===== src/rtl/pdm_pkg.sv =====
// pdm_pkg: shared types and constants for the PDM microphone capture path.
package pdm_pkg;

    localparam int PDM_WORD_BITS = 32;
    localparam int PDM_BITCNT_W  = 5;

    typedef enum logic [1:0] {
        IDLE    = 2'd0,
        WARMUP  = 2'd1,
        CAPTURE = 2'd2
    } pdm_state_e;

    // Append one PDM sample at the LSB so the oldest sample ends up in the MSB.
    function automatic logic [PDM_WORD_BITS-1:0] pdm_shift_in(
        input logic [PDM_WORD_BITS-1:0] word_in,
        input logic                     sample_in
    );
        return {word_in[PDM_WORD_BITS-2:0], sample_in};
    endfunction

endpackage


===== src/rtl/pdm_clk_div.sv =====
// pdm_clk_div: generates micClk (CLK_DIV system cycles per half-period) and a
// one-cycle sample strobe in the cycle whose closing edge drives micClk 1->0.
// Held at count 0 with micClk low whenever run is deasserted.
module pdm_clk_div #(
    parameter int CLK_DIV = 50
) (
    input  logic clk,
    input  logic reset,
    input  logic run,
    output logic micClk,
    output logic sample_en
);

    localparam int               CNT_W    = (CLK_DIV > 1) ? $clog2(CLK_DIV) : 1;
    localparam logic [CNT_W-1:0] CNT_LAST = CNT_W'(CLK_DIV - 1);

    logic [CNT_W-1:0] cnt_q;
    logic [CNT_W-1:0] cnt_d;
    logic             mic_clk_q;
    logic             mic_clk_d;
    logic             terminal_s;

    // Next-state for the divider counter and micClk toggle, plus the sample strobe.
    always_comb begin
        cnt_d      = cnt_q;
        mic_clk_d  = mic_clk_q;
        terminal_s = (cnt_q == CNT_LAST);
        if (!run) begin
            cnt_d     = '0;
            mic_clk_d = 1'b0;
        end else if (terminal_s) begin
            cnt_d     = '0;
            mic_clk_d = ~mic_clk_q;
        end else begin
            cnt_d     = cnt_q + CNT_W'(1);
        end
        sample_en = run && terminal_s && mic_clk_q;
    end

    // Divider state registers.
    always_ff @(posedge clk or posedge reset) begin
        if (reset) begin
            cnt_q     <= '0;
            mic_clk_q <= 1'b0;
        end else begin
            cnt_q     <= cnt_d;
            mic_clk_q <= mic_clk_d;
        end
    end

    assign micClk = mic_clk_q;

endmodule


===== src/rtl/pdm_capture_ctrl.sv =====
// pdm_capture_ctrl: framed PDM capture. Runs a warm-up of WARMUP_PERIODS
// micClk periods after each enable, then deserialises 32 samples per word
// (oldest in bit 31) and offers each word on a valid/ready handshake with a
// sticky overflow flag for dropped words.
// Optional feature: define PDM_DROP_CNT_EN to add a saturating 16-bit
// dropped-word counter on output drop_cnt.
module pdm_capture_ctrl
    import pdm_pkg::*;
#(
    parameter int CLK_DIV        = 50,
    parameter int WARMUP_PERIODS = 1024
) (
    input  logic                     clk,
    input  logic                     reset,
    input  logic                     enable,
    input  logic                     micDataPDM,
    output logic                     micClk,
    output logic                     micLRSel,
    output logic [PDM_WORD_BITS-1:0] word_data,
    output logic                     word_valid,
    input  logic                     word_ready,
`ifdef PDM_DROP_CNT_EN
    output logic [15:0]              drop_cnt,
`endif
    output logic                     overflow,
    output logic                     busy
);

    localparam int                      WU_W     = (WARMUP_PERIODS > 1) ? $clog2(WARMUP_PERIODS + 1) : 1;
    localparam logic [WU_W-1:0]         WU_LAST  = WU_W'(WARMUP_PERIODS - 1);
    localparam logic [PDM_BITCNT_W-1:0] BIT_LAST = PDM_BITCNT_W'(PDM_WORD_BITS - 1);

    pdm_state_e                state_q,      state_d;
    logic [WU_W-1:0]           warm_cnt_q,   warm_cnt_d;
    logic [PDM_BITCNT_W-1:0]   bit_cnt_q,    bit_cnt_d;
    logic [PDM_WORD_BITS-1:0]  shreg_q,      shreg_d;
    logic [PDM_WORD_BITS-1:0]  word_data_q,  word_data_d;
    logic                      word_valid_q, word_valid_d;
    logic                      overflow_q,   overflow_d;
    logic                      busy_q,       busy_d;
    logic                      complete_s;
    logic                      drop_s;
    logic                      run_s;
    logic                      sample_en_s;
`ifdef PDM_DROP_CNT_EN
    logic [15:0]               drop_cnt_q,   drop_cnt_d;
`endif

    // Divider runs only while active and enabled, so it is already parked
    // (micClk low) on the same edge the FSM falls back to IDLE.
    assign run_s = (state_q != IDLE) && enable;

    pdm_clk_div #(
        .CLK_DIV (CLK_DIV)
    ) u_clk_div (
        .clk       (clk),
        .reset     (reset),
        .run       (run_s),
        .micClk    (micClk),
        .sample_en (sample_en_s)
    );

    // FSM next state, warm-up/bit counters, shifter and word handshake.
    always_comb begin
        state_d      = state_q;
        warm_cnt_d   = warm_cnt_q;
        bit_cnt_d    = bit_cnt_q;
        shreg_d      = shreg_q;
        word_data_d  = word_data_q;
        word_valid_d = word_valid_q;
        overflow_d   = overflow_q;
        complete_s   = 1'b0;
        drop_s       = 1'b0;

        case (state_q)
            IDLE: begin
                warm_cnt_d = '0;
                bit_cnt_d  = '0;
                shreg_d    = '0;
                if (enable) begin
                    state_d = WARMUP;
                end else begin
                    state_d = IDLE;
                end
            end
            WARMUP: begin
                if (!enable) begin
                    state_d    = IDLE;
                    warm_cnt_d = '0;
                end else if (sample_en_s) begin
                    if (warm_cnt_q == WU_LAST) begin
                        state_d    = CAPTURE;
                        warm_cnt_d = '0;
                        bit_cnt_d  = '0;
                    end else begin
                        warm_cnt_d = warm_cnt_q + WU_W'(1);
                    end
                end else begin
                    state_d = WARMUP;
                end
            end
            CAPTURE: begin
                if (!enable) begin
                    state_d   = IDLE;
                    bit_cnt_d = '0;
                    shreg_d   = '0;
                end else if (sample_en_s) begin
                    shreg_d    = pdm_shift_in(shreg_q, micDataPDM);
                    bit_cnt_d  = bit_cnt_q + PDM_BITCNT_W'(1);
                    complete_s = (bit_cnt_q == BIT_LAST);
                end else begin
                    state_d = CAPTURE;
                end
            end
            default: begin
                state_d    = IDLE;
                warm_cnt_d = '0;
                bit_cnt_d  = '0;
                shreg_d    = '0;
            end
        endcase

        // A completion wins over a plain consume; a completion into a held word is dropped.
        if (complete_s) begin
            if (!word_valid_q || word_ready) begin
                word_data_d  = shreg_d;
                word_valid_d = 1'b1;
            end else begin
                overflow_d = 1'b1;
                drop_s     = 1'b1;
            end
        end else if (word_valid_q && word_ready) begin
            word_valid_d = 1'b0;
        end else begin
            word_valid_d = word_valid_q;
        end

        busy_d = (state_d != IDLE);
    end

`ifdef PDM_DROP_CNT_EN
    // Saturating count of dropped words.
    always_comb begin
        drop_cnt_d = drop_cnt_q;
        if (drop_s && (drop_cnt_q != 16'hFFFF)) begin
            drop_cnt_d = drop_cnt_q + 16'd1;
        end else begin
            drop_cnt_d = drop_cnt_q;
        end
    end

    // Dropped-word counter register.
    always_ff @(posedge clk or posedge reset) begin
        if (reset) begin
            drop_cnt_q <= 16'd0;
        end else begin
            drop_cnt_q <= drop_cnt_d;
        end
    end

    assign drop_cnt = drop_cnt_q;
`endif

    // Control and datapath state registers.
    always_ff @(posedge clk or posedge reset) begin
        if (reset) begin
            state_q      <= IDLE;
            warm_cnt_q   <= '0;
            bit_cnt_q    <= '0;
            shreg_q      <= '0;
            word_data_q  <= '0;
            word_valid_q <= 1'b0;
            overflow_q   <= 1'b0;
            busy_q       <= 1'b0;
        end else begin
            state_q      <= state_d;
            warm_cnt_q   <= warm_cnt_d;
            bit_cnt_q    <= bit_cnt_d;
            shreg_q      <= shreg_d;
            word_data_q  <= word_data_d;
            word_valid_q <= word_valid_d;
            overflow_q   <= overflow_d;
            busy_q       <= busy_d;
        end
    end

    assign micLRSel   = 1'b0;
    assign word_data  = word_data_q;
    assign word_valid = word_valid_q;
    assign overflow   = overflow_q;
    assign busy       = busy_q;

endmodule


===== config.mk =====
export PLATFORM = sky130hd
export DESIGN_NAME = pdm_capture_ctrl
export DESIGN_NICKNAME = d
export VERILOG_FILES = /design/src/rtl/pdm_pkg.sv /design/src/rtl/pdm_clk_div.sv /design/src/rtl/pdm_capture_ctrl.sv
export SDC_FILE = /design/constraint.sdc
export NUM_CORES = 1
export LEC_CHECK = 0
export BUFFER_PORTS_ARGS = -buffer_cell sky130_fd_sc_hd__buf_2
export CAP_MARGIN = 20
export CORE_MARGIN = 4
export CORE_UTILIZATION = 30
export CTS_CLUSTER_SIZE = 20
export DETAILED_ROUTE_END_ITERATION = 10
export GPL_TIMING_DRIVEN = 0
export PLACE_DENSITY_LB_ADDON = 0.2
export SETUP_SLACK_MARGIN = 0.02
export SYNTH_ARGS = -nofsm -noshare
export SYNTH_HDL_FRONTEND = slang
export SYNTH_SLANG_ARGS = --single-unit

===== constraint.sdc =====
create_clock -name clk -period 2.9 [get_ports clk]
set_clock_uncertainty 0.1 [all_clocks]
set_input_delay 0.29 -clock clk [delete_from_list [all_inputs] [get_ports clk]]
set_output_delay 0.29 -clock clk [all_outputs]
set_load 0.1 [all_outputs]

==> metrics <==
crit start category=flip-flop; Slew Limit Headroom=0.5975; DP Cell Count=646; R2R Path End=word_data[16]$_DFFE_PP0P_; Bufs on Longest Clock Path=2; HP Class=in -> reg; reg2reg start=state_q[1]$_DFF_PP0_; routed vias=3206; Comb pwr share=0.057; Final ANT Viol Nets=0; antenna violations before repair=0; detailed router's first-iteration violation count=153; CP arrival=2580 ps; Worst Path Buf+Inv=3; CTS Sinks=92; die height=132.3 µm; Synth cell types=53; top post-synthesis cells by area=dfrtp_1, mux2_4, nor2b_1, a22oi_1, a21oi_1; Final Max Tran Viols=0; fin nets=484; clk slew on worst S/H paths=70 ps; mean routed wirelength per cell=15.51 µm; R2R Setup Slk=440 ps; Setup crit end kind=flip-flop; Layout Utilization=0.3575; first-pass GRT wire length=17360 µm; Post-synth EDFFs=0; Clk network pwr share=0.454; global-route usage over all layers=0.1204; die area=17510 µm²; asr flop ratio synth=1.000; status=complete, no violations; hold path endpoint=u_clk_div.micClk$_DFFE_PP0P_; layout cells sized above 1=0.2300; Starting Density=0.3062; cells after synthesis=417; Max Clk Rate=0.4059 GHz; grt total ovfl=0; Vias/cell=4.843; Worst Setup Path Type=reg -> reg; final cell count without fillers=662; Inserted Diodes=0; switch share=0.2250; CP required=3020 ps; sequential fraction of the synthesis area=0.4965; core footprint=15150 µm²; Synth top area share=0.4965; most numerous cell in the Yosys netlist=dfrtp_1; max incr delay on CP=420 ps; post-synth net total=431; hold path start=enable; setup_tns=0 ps; post-synth design cell area=4637 µm²; reg2reg path depth=9; CTS tree=done; Final min period=2463 ps; Detailed Routing Iterations Pass 1=5; Area growth syn-to-layout=16.76%; Final Hold Violating Endpoints=0; number of synthesized register bits=92; Skew-Pair Late Insertion Delay=340 ps; crit path max fanout=10; largest area contributor in the netlist=dfrtp_1; number of global-route vias before repair=3278; chip width=132.3 µm; port bufs=40; CTS H-tree lvls=3; RSZ-0062 raised after global routing=no; slew at the pin with the worst max-slew slack=598.2 ps; largest net degree at the start of global routing=70; fin crit share=0.8494; worst hold stages=2; CTS resizes=0; Root Driver=clkbuf_16; Synth Warn #=0; Int Pwr=2.041 mW; DRC Markers=0; gpl congestion=0.7877; Most used DFF post-synth=dfrtp_1; Avg Inst Size Synth=11.12 µm²; top cells by count, synth=dfrtp_1, nor2b_1, a21oi_1; row count=45; switching power=0.5925 mW; # setup viols final=0; WL final=10270 µm; Peak supply drop=0.2594 mV; Crit path max-delay family=simple AND/OR/NAND/NOR gates; Max-cap violations=0; sequential power share=0.489; Detailed Place HPWL=7115 µm; power per cell area=486.4 nW/µm²; I/O pins=42; cts bufs inserted=9; Max stage delay cell, worst path=dfrtp_1; CP cell instances=inv_1, ha_1, and4bb_2, nand2_4, nor2_8, and3_1, buf_6, buf_12, mux2_4; LEAKAGE=2.383 nW
-- how the worst max path moves through the flow --
stage                     cells after the start                        end                  from
after floorplan                               1   bit_cnt_q[0]$_DFFE_PP0P_                 reset
after global placement                        2   word_data[7]$_DFFE_PP0P_                 reset
after detailed placement                      9  word_data[16]$_DFFE_PP0P_  state_q[1]$_DFF_PP0_
after CTS                                     9   word_data[0]$_DFFE_PP0P_  state_q[1]$_DFF_PP0_
after global routing                          9   word_data[2]$_DFFE_PP0P_  state_q[1]$_DFF_PP0_
final                                         9  word_data[16]$_DFFE_PP0P_  state_q[1]$_DFF_PP0_
-- final cells by class --
cell class	count	area (µm²)
fill	1524	9732
sequential	92	2302
multi-input combinational	289	2131
clock buffer	11	252.7
timing repair buffer	42	237.7
tap	188	235.2
buffer	29	177.7
clock inverter	4	48.80
inverter	7	28.78
-- routing by layer --
layer	GRT usage	wire (µm)	vias to the layer above
li1	-	-	1580
met1	0.1773	5360	1565
met2	0.1778	4489	54
met3	0.02710	293	7
met4	0.03291	122	0
met5	0	0	-
-- flip-flops by register name, indices dropped and copies added, names as in the netlist --
name and count:
bit_cnt_q 5, busy 1, overflow 1, shreg_q 32, state_q 2, u_clk_div.cnt_q 6
u_clk_div.micClk 1, warm_cnt_q 11, word_data 32, word_valid 1
-- layout by cell type, fill, tap and decap left out, drive strengths merged, types with 2 or more instances in the layout --
cell type / synthesis / routed
ha: 9 / 9
o21a: 3 / 3
nand2b: 2 / 2
nor2: 19 / 19
a21oi: 40 / 40
clkbuf: 14 / 25
clkinv: 0 / 3
o21ai: 20 / 20
o32ai: 2 / 2
dfrtp: 92 / 92
buf: 15 / 56
inv: 7 / 7
nor4: 2 / 2
or4: 2 / 2
xnor2: 4 / 4
and3: 3 / 3
xor2: 3 / 3
nor2b: 64 / 64
nand2: 13 / 13
mux2: 32 / 32
a22oi: 32 / 32
and2: 3 / 3
nand4: 4 / 4
o31ai: 2 / 2
nand3: 11 / 11
o21bai: 2 / 2
-- metrics by stage --
step	setup WS, ps	power [mW]	area [µm²]	hold WS (ps)
2_1_floorplan	118.0	1.419	4637	347.8
3_3_place_gp	-1088	1.459	5072	358.5
3_5_place_dp	440.3	1.466	5102	181.5
4_1_cts	426.0	2.671	5414	164.8
5_1_grt	353.4	2.734	5414	178.7
6_report	436.6	2.633	5414	174.9
-- cell families after synthesis --
| family | count (synthesis) | share of synthesized area |
|---|---|---|
| simple gates | 131 | 0.1711 |
| other cells | 1 | 0.0008087 |
| xor+xnor | 7 | 0.01322 |
| buf+inv | 36 | 0.04398 |
| compound gates | 109 | 0.1481 |
| flops | 92 | 0.4965 |
| mux | 32 | 0.1020 |
| fa+ha+maj | 9 | 0.02429 |
-- repair_timing --
action                     CTS  global route
hold buffers                 1             0
hold endpoints to repair    23             0
setup endpoints to repair    0             0
buffers inserted             0             0
-- power groups by stage --
stage	Combinational (mW)	Clock, mW	Sequential, mW
floorplan	0.0982	0	1.32
global placement	0.146	0	1.31
detailed placement	0.153	0	1.31
CTS	0.154	1.23	1.29
global route	0.168	1.28	1.29
finish	0.150	1.19	1.29
No activity file was read; power rests on OpenSTA's default activity.
